[src/rtl/adbg_tap_ctrl.sv]
// IEEE 1149.1 TAP controller in front of the advanced debug top level (IR, IDCODE, BYPASS).
// Latency: strobes and debug_select decode registers directly; TDO is combinational, or negedge-registered with ADBG_TAP_TDO_NEGEDGE_EN.
// Backpressure: none, the TAP advances one state per rising tck_i edge.
module adbg_tap_ctrl #(
    parameter int                 IR_LEN       = 4,
    parameter logic [31:0]        IDCODE_VALUE = 32'h149511C3,
    parameter logic [IR_LEN-1:0]  IDCODE_INSTR = 4'b0010,
    parameter logic [IR_LEN-1:0]  DEBUG_INSTR  = 4'b1000,
    parameter logic [IR_LEN-1:0]  BYPASS_INSTR = 4'b1111
) (
    input  logic tck_i,
    input  logic rst_i,
    input  logic tms_i,
    input  logic tdi_i,
    output logic tdo_o,
    output logic tdo_oe_o,
    output logic tlr_o,
    output logic capture_dr_o,
    output logic shift_dr_o,
    output logic pause_dr_o,
    output logic update_dr_o,
    output logic debug_select_o,
    input  logic debug_tdo_i
);

    // One-hot so every strobe is a single flop output and cannot glitch.
    typedef enum logic [15:0] {
        TLR      = 16'h0001,
        RTI      = 16'h0002,
        SEL_DR   = 16'h0004,
        CAP_DR   = 16'h0008,
        SHIFT_DR = 16'h0010,
        EXIT1_DR = 16'h0020,
        PAUSE_DR = 16'h0040,
        EXIT2_DR = 16'h0080,
        UPD_DR   = 16'h0100,
        SEL_IR   = 16'h0200,
        CAP_IR   = 16'h0400,
        SHIFT_IR = 16'h0800,
        EXIT1_IR = 16'h1000,
        PAUSE_IR = 16'h2000,
        EXIT2_IR = 16'h4000,
        UPD_IR   = 16'h8000
    } tap_state_t;

    localparam logic [IR_LEN-1:0] IR_CAPTURE = {{(IR_LEN-2){1'b0}}, 2'b01};

    tap_state_t        state;
    tap_state_t        state_nxt;
    logic [IR_LEN-1:0] ir_reg;
    logic [IR_LEN-1:0] ir_shift;
    logic [31:0]       idcode_sr;
    logic              bypass_bit;
    logic              sel_idcode;
    logic              sel_debug;
    logic              sel_bypass;
    logic              tdo_mux;
    logic              oe_mux;

    always_ff @(posedge tck_i) begin
        if (rst_i) state <= TLR;
        else       state <= state_nxt;
    end

    always_comb begin
        state_nxt = TLR;
        case (state)
            TLR:      state_nxt = tms_i ? TLR      : RTI;
            RTI:      state_nxt = tms_i ? SEL_DR   : RTI;
            SEL_DR:   state_nxt = tms_i ? SEL_IR   : CAP_DR;
            CAP_DR:   state_nxt = tms_i ? EXIT1_DR : SHIFT_DR;
            SHIFT_DR: state_nxt = tms_i ? EXIT1_DR : SHIFT_DR;
            EXIT1_DR: state_nxt = tms_i ? UPD_DR   : PAUSE_DR;
            PAUSE_DR: state_nxt = tms_i ? EXIT2_DR : PAUSE_DR;
            EXIT2_DR: state_nxt = tms_i ? UPD_DR   : SHIFT_DR;
            UPD_DR:   state_nxt = tms_i ? SEL_DR   : RTI;
            SEL_IR:   state_nxt = tms_i ? TLR      : CAP_IR;
            CAP_IR:   state_nxt = tms_i ? EXIT1_IR : SHIFT_IR;
            SHIFT_IR: state_nxt = tms_i ? EXIT1_IR : SHIFT_IR;
            EXIT1_IR: state_nxt = tms_i ? UPD_IR   : PAUSE_IR;
            PAUSE_IR: state_nxt = tms_i ? EXIT2_IR : PAUSE_IR;
            EXIT2_IR: state_nxt = tms_i ? UPD_IR   : SHIFT_IR;
            UPD_IR:   state_nxt = tms_i ? SEL_DR   : RTI;
            default:  state_nxt = TLR;
        endcase
    end

    always_comb begin
        tlr_o        = state[0];
        capture_dr_o = state[3];
        shift_dr_o   = state[4];
        pause_dr_o   = state[6];
        update_dr_o  = state[8];
    end

    assign sel_idcode     = (ir_reg == IDCODE_INSTR);
    assign sel_debug      = (ir_reg == DEBUG_INSTR);
    assign sel_bypass     = (ir_reg == BYPASS_INSTR) || !(sel_idcode || sel_debug);
    assign debug_select_o = sel_debug;

    // IR is also forced on the edge entering TLR so five TMS=1 edges leave it reset.
    always_ff @(posedge tck_i) begin
        if (rst_i) begin
            ir_reg     <= IDCODE_INSTR;
            ir_shift   <= '0;
            idcode_sr  <= IDCODE_VALUE;
            bypass_bit <= 1'b0;
        end else begin
            if (state == CAP_IR)
                ir_shift <= IR_CAPTURE;
            else if (state == SHIFT_IR)
                ir_shift <= {tdi_i, ir_shift[IR_LEN-1:1]};

            if (state == TLR || state_nxt == TLR)
                ir_reg <= IDCODE_INSTR;
            else if (state == UPD_IR)
                ir_reg <= ir_shift;

            if (sel_idcode) begin
                if (state == CAP_DR)
                    idcode_sr <= IDCODE_VALUE;
                else if (state == SHIFT_DR)
                    idcode_sr <= {tdi_i, idcode_sr[31:1]};
            end

            if (sel_bypass) begin
                if (state == CAP_DR)
                    bypass_bit <= 1'b0;
                else if (state == SHIFT_DR)
                    bypass_bit <= tdi_i;
            end
        end
    end

    always_comb begin
        tdo_mux = 1'b0;
        if (state[11])
            tdo_mux = ir_shift[0];
        else if (state[4]) begin
            if (sel_debug)       tdo_mux = debug_tdo_i;
            else if (sel_idcode) tdo_mux = idcode_sr[0];
            else                 tdo_mux = bypass_bit;
        end
    end

    assign oe_mux = state[11] | state[4];

`ifdef ADBG_TAP_TDO_NEGEDGE_EN
    always_ff @(negedge tck_i) begin
        if (rst_i) begin
            tdo_o    <= 1'b0;
            tdo_oe_o <= 1'b0;
        end else begin
            tdo_o    <= tdo_mux;
            tdo_oe_o <= oe_mux;
        end
    end
`else
    assign tdo_o    = tdo_mux;
    assign tdo_oe_o = oe_mux;
`endif

endmodule
[config.mk]
export PLATFORM = sky130hd
export DESIGN_NAME = adbg_tap_ctrl
export DESIGN_NICKNAME = d
export VERILOG_FILES = /design/src/rtl/adbg_tap_ctrl.sv
export SDC_FILE = /design/constraint.sdc
export NUM_CORES = 1
export LEC_CHECK = 0
export BUFFER_PORTS_ARGS = -buffer_cell sky130_fd_sc_hd__buf_2
export CORE_MARGIN = 2
export CORE_UTILIZATION = 40
export CTS_CLUSTER_DIAMETER = 50
export DETAILED_ROUTE_END_ITERATION = 6
export PLACE_DENSITY = 0.57
export SLEW_MARGIN = 20
export SYNTH_ARGS = -nofsm -noshare
export SYNTH_HDL_FRONTEND = slang
export SYNTH_SLANG_ARGS = --single-unit
[constraint.sdc]
create_clock -name tck_i -period 2.5 [get_ports tck_i]
set_input_delay 0.125 -clock tck_i [delete_from_list [all_inputs] [get_ports tck_i]]
set_output_delay 0.125 -clock tck_i [all_outputs]
set_load 0.02 [all_outputs]
==> flow_metrics.tcl, run 1 <==
set metrics [dict create \
    grt_pass1_vias 2013 \
    cts_tree "built" \
    crit_path_max_incr_delay_ns 0.61 \
    fin_skew_ns 0.00821 \
    power.total_uw 1910 \
    run_status "complete, no violations" \
    min_period_over_period_pct 91.7 \
    syn_to_final_growth_pct 13.5 \
    synth_cells 299 \
    finalMaxSlewViolations 0 \
    coreArea_mm2 0.00631 \
    synth_edf_count 0 \
    hold_viol 0 \
    finalWirelength_um 5470 \
    synth-seq-cells 57 \
    holdBufCountCts 0 \
    final_common_cell "dfxtp_1" \
    place_area_mm2 0.00275 \
    largest_reg_flops 32 \
    critical_path_peak_fanout 7 \
    largestRegisters "idcode_sr x32, state x16" \
    cts_resized 0 \
    stdcell_count 392 \
    grt_pass1_wl_um 9410 \
    io_pins 13 \
    gr-usage-met1_pct 21.4 \
    die_w_um 84.7 \
    r2r_start "state[13]$_SDFF_PP0_" \
    crit_buf_inv 0 \
    grtUsageTotal_pct 16.4 \
    postRouteAntennaNets 0 \
    antennaDiodeCount 0 \
    final_cell_mix "dfxtp_1, nor2_1, nand2_1" \
    grt_max_degree 42 \
    hp-class "in -> reg" \
    synth_flop_cell "dfxtp_1" \
    cp.arrival_ns 2.51 \
    crit_chain "or4_1, nor4_1, nand3_1, nand2_1, and4b_4, or3_1" \
    synth_area_leaders "dfxtp_1, nor2_1, a21oi_1" \
    drive_above_1_share_pct 20.0 \
    rsz0062_at_grt "no" \
    clockRootBuffer "clkbuf_8" \
    cp_top_family "simple AND/OR/NAND/NOR gates" \
    vdd_drop_max_v 0.000399 \
    nFillCells 631 \
    drtPass1Iterations 4 \
    syn_area_mm2 0.00260 \
    holdWs_ns 0.0511 \
    worstSetupStartpoint "state[13]$_SDFF_PP0_" \
    die_area_mm2 0.00717 \
    yosys_warnings 0 \
    ys_seq_area_share_pct 43.8 \
    clock_latency_ns 0.33 \
    hp-start "tdi_i" \
    cts_setup_buffers 0 \
    fin_crit_ns 2.29 \
    dp_cells 376 \
    relSlewSlack_pct 55.4 \
    io_buffers 12 \
    grt-ovfl-total 0 \
    num_rows 29 \
    avgViaCountPerCell 5.44 \
    initial_core_util_pct 41.2 \
    fin_setup_tns_ns 0 \
    path_class "reg -> reg" \
    drtIter0Drc 132 \
    globalRoute.busiestLayer "met2" \
    antenna_found_initial 0 \
    power_density_mw_per_mm2 645 \
    r2r_slack_ns 0.21 \
    startpoint_type "register" \
    cts.sinks 57 \
    gp_congestion 0.841 \
    drv_cap 0 \
    avgSynthCellArea_um2 8.71 \
    use_met3_pct 3.54 \
    async_reset_ff_share_pct 0 \
    setup_viol 0 \
    fmax_mhz 436 \
    final_area_mm2 0.00296 \
    p_leak_uw 0.00108 \
    met2_usage_pct 24.8 \
    yosys.area.top_type "dfxtp_1" \
    cts_buffer_depth 2 \
    end_kind "register" \
    wl_per_cell_um 14.0 \
    multi_input_area_mm2 0.00136 \
    dpl.hpwl_um 3540 \
    htree_levels 3 \
    regArea_mm2 0.00114 \
    path_clk_slew_ns 0.07 \
    vias 2132 \
    cts_made_buffers 9 \
    slowest_stage "or4_1" \
    die_h_um 84.7 \
    synth_fp_nets 304 \
    worst_pin_slew_ns 0.669 \
    drcViolationCount 0 \
    layout.nets 315 \
    netlist.area_leader.share_pct 43.8 \
    cp_data_required_time_ns 2.71 \
    ys_types 52 \
    top_register "idcode_sr" \
]
metal layers:
layer / vias to the layer above / share of wire [%] / routed length (um)
li1: 1083 / - / -
met1: 982 / 47 / 2560
met2: 55 / 46 / 2500
met3: 12 / 4.8 / 264
met4: 0 / 2.6 / 143
met5: - / 0 / 0
worst paths after layout:
| check | depth (start not counted) | to |
|---|---|---|
| worst min-delay path | 3 | ir_shift[3]$_SDFFE_PP0P_ |
| worst max-delay path | 6 | ir_reg[1]$_SDFFE_PP1P_ |
| worst min register to register | 2 | idcode_sr[14]$_SDFFE_PP0P_ |
| worst max register to register | 6 | ir_reg[1]$_SDFFE_PP1P_ |
cells by family after synthesis:
family | synth area share [%]
AOI/OAI and AO/OA | 12.5
xor gates and xnor gates | 3.03
buffers and inverters | 4.47
DFF | 43.8
muxes | 1.97
and+or+nand+nor | 34.2
Yosys cell counts, types with 2 or more instances:
library cell	n
nand2b_1	2
nor4b_1	2
nor4_2	3
nor3_1	7
nor4_1	4
nand3_1	23
and4b_1	3
and2_1	2
or2_2	4
nor3_2	11
nor2_1	37
a22oi_1	3
xor2_1	2
a21oi_1	25
nand4_1	2
and3_1	2
mux2i_1	4
clkbuf_1	10
o21bai_1	12
or4_1	4
nor3b_1	2
inv_1	3
or3_1	3
xnor2_1	7
nand3b_1	2
o21ai_0	2
nand4b_1	3
nand2_1	26
buf_2	9
nor2b_1	2
dfxtp_1	57
report_power, final:
group	total, uW	internal, uW	switching (uW)
logic	102	41.5	60.2
registers	923	913	10.7
clock network	882	488	394
total	1910	1440	464
metrics by stage:
| step | worst slack [ns] | util [%] |
|---|---|---|
| 2_1_floorplan | 0.276 | - |
| 3_3_place_gp | 0.246 | 43.6 |
| 3_5_place_dp | 0.250 | 43.6 |
| 4_1_cts | 0.221 | 46.8 |
| 5_1_grt | 0.0677 | 46.8 |
| 6_report | 0.207 | 46.8 |
cell type report:
class	instances	area share (%)
clock inverter	6	2.24
clock buffer	10	4.66
tap	77	3.26
timing repair buffer	22	5.00
multi-input combinational	217	45.9
sequential	57	38.6
inverter	3	0.381
tightest hold or removal path, delay by kind of cell:
| kind | cells | cell delay [ns] |
|---|---|---|
| AND/OR/NAND/NOR | 1 | 0.08 |
| buffers and inverters | 1 | 0.09 |
| AO/OA/AOI/OAI | 1 | 0.06 |
(Power assumes the default switching activity.)
==> inputs of run 2 (changes only) <==
--- a/config.mk
+++ b/config.mk
@@ -5,6 +5,7 @@
 export SDC_FILE = /design/constraint.sdc
 export NUM_CORES = 1
 export LEC_CHECK = 0
+export ABC_AREA = 1
 export BUFFER_PORTS_ARGS = -buffer_cell sky130_fd_sc_hd__buf_2
 export CORE_MARGIN = 2
 export CORE_UTILIZATION = 40
==> flow_metrics.tcl, run 2 <==
set metrics [dict create \
    cts_tree "built" \
    p_leak_uw 0.00119 \
    rsz0062_at_grt "no" \
    final_area_mm2 0.00292 \
    final_cell_mix "nand2_1, dfxtp_1, nor2_1" \
    grtUsageTotal_pct 17.2 \
    holdWs_ns 0.0369 \
    intPower_uw 1520 \
    ys_seq_area_share_pct 44.0 \
    initial_core_util_pct 41.1 \
    die_w_um 84.5 \
    fin_skew_ns 0.00575 \
    antenna_found_initial 0 \
    fmax_mhz 525 \
    syn_area_mm2 0.00259 \
    drv_cap 0 \
    fin_setup_tns_ns 0 \
    run_status "complete, no violations" \
    postRouteAntennaNets 0 \
    drtPass1Iterations 4 \
    layout.nets 360 \
    htree_levels 3 \
    largest_reg_flops 32 \
    cts_made_buffers 9 \
    top_register "idcode_sr" \
    clockRootBuffer "clkbuf_8" \
    grt_max_degree 32 \
    min_period_over_period_pct 76.2 \
    p_sw_uw 446 \
    gp_congestion 0.910 \
    avgSynthCellArea_um2 7.57 \
    synth-seq-cells 57 \
    yosys.area.top_type "dfxtp_1" \
    avgViaCountPerCell 5.09 \
    final_common_cell "nand2_1" \
    yosys_warnings 0 \
    synth_fp_nets 348 \
    antennaDiodeCount 0 \
    drcViolationCount 0 \
    relSlewSlack_pct 61.8 \
    startpoint_type "register" \
    cts_buffer_depth 2 \
    finalMaxSlewViolations 0 \
    cts.sinks 57 \
    grt_pass1_wl_um 9850 \
    syn_to_final_growth_pct 12.6 \
    dpl.hpwl_um 3970 \
    drive_above_1_share_pct 17.8 \
    synth_flop_cell "dfxtp_1" \
    async_reset_ff_share_pct 0 \
    cts_setup_buffers 0 \
    path_class "reg -> out" \
    netlist.area_leader.share_pct 44.0 \
    coreArea_mm2 0.00631 \
    comb_power_share_pct 4.8 \
    fin_util_pct 46.3 \
    die_h_um 84.5 \
    vdd_drop_max_v 0.000397 \
    synth_commonest_cells "nand2_1, dfxtp_1, nor2_1" \
    grt-ovfl-total 0 \
    p_clk_share_pct 48.5 \
    synth_area_leaders "dfxtp_1, nand2_1, nand4_1" \
    fin_crit_ns 1.90 \
    setup_viol 0 \
    holdBufCountCts 0 \
    io_buffers 12 \
    place_area_mm2 0.00270 \
    synth_edf_count 0 \
    end_kind "primary output" \
    yosysMostFrequentCell "nand2_1" \
    clock_latency_ns 0.34 \
    largestRegisters "idcode_sr x32, state x16" \
    wl_per_cell_um 13.1 \
    power_density_mw_per_mm2 672 \
    worst_pin_slew_ns 0.570 \
    num_rows 29 \
    vias 2219 \
    cp.arrival_ns 1.78 \
    finalWirelength_um 5730 \
    drtIter0Drc 72 \
    ys_types 30 \
    critical_path_peak_fanout 10 \
    die_area_mm2 0.00715 \
    cp_data_required_time_ns 2.38 \
    pwr-share-seq_pct 46.7 \
    cts_resized 0 \
    hp-class "in -> reg" \
    path_clk_slew_ns 0.06 \
    swShare_pct 22.7 \
    io_pins 13 \
    grt_pass1_vias 2130 \
    hold_viol 0 \
    synth_cells 343 \
]
[run 2: cell count changes in the layout (fill, tap and decap cells not counted), sizes merged, moves of 8 or more]
cell	delta
nand2	+39
inv	+29
nand4	+21
o21ai	+18
o21bai	-12
nor2	+11
nor3	-11
nand3	+10
nor4	-8
[run 2: area by class of cell]
cell class                      instances  area [um^2]
Tap cell                               77         96.3
Clock inverter                          5         80.1
Sequential cell                        57         1140
Multi-Input combinational cell        235         1240
Inverter                               35          131
Fill cell                             664         3390
Timing Repair Buffer                   17         97.6
Clock buffer                           10          138
[run 2: critical path, stage by stage (launching register included)]
cell and delay, ns:
dfxtp_1 0.31, nor2_1 0.15, nand2_1 0.14, inv_1 0.28
nor2_1 0.07, a211oi_1 0.20, o22ai_1 0.12, buf_2 0.17
[run 2: through the flow]
stage               setup WS (ns)  total power [uW]  instances
floorplan                   0.923              1010        343
global placement            0.660              1030        421
detailed placement          0.653              1030        421
CTS                         0.558              1990        436
global route                0.390              2040        436
finish                      0.595              1960        436
[run 2: layer usage]
metal	track usage [%]	up-vias	share of wire (%)
li1	-	1175	-
met1	21.3	1011	47
met2	28.3	28	49
met3	5.90	5	3.1
met4	4.91	0	0.70
met5	0	-	0
[run 2: cells by family (layout without fill, tap and decap cells)]
group / Yosys count / count (layout) / share of synthesized area, %
DFF: 57 / 57 / 44.0
buffers and inverters: 51 / 67 / 8.34
and+or+nand+nor: 180 / 180 / 36.0
AOI/OAI and AO/OA: 55 / 55 / 11.7
[run 2: final timing paths]
path,start,depth (start not counted),end,slack [ns]
worst max register to register,state[8]$_SDFF_PP0_,8,idcode_sr[27]$_SDFFE_PP0P_,0.64
worst max-delay path,ir_reg[0]$_SDFFE_PP0P_,7,tdo_o,0.60
worst min-delay path,tms_i,2,state[6]$_SDFF_PP0_,0.04
worst min register to register,bypass_bit$_SDFFE_PP0P_,2,bypass_bit$_SDFFE_PP0P_,0.46
[run 2: power by group through the flow]
stage                     registers [uW]  clock network (uW)  logic [uW]
after floorplan                      940                   0        74.0
after global placement               938                   0        94.7
after detailed placement             938                   0        95.5
after CTS                            918                 975        95.6
after global routing                 917                1020         106
final                                917                 953        94.2
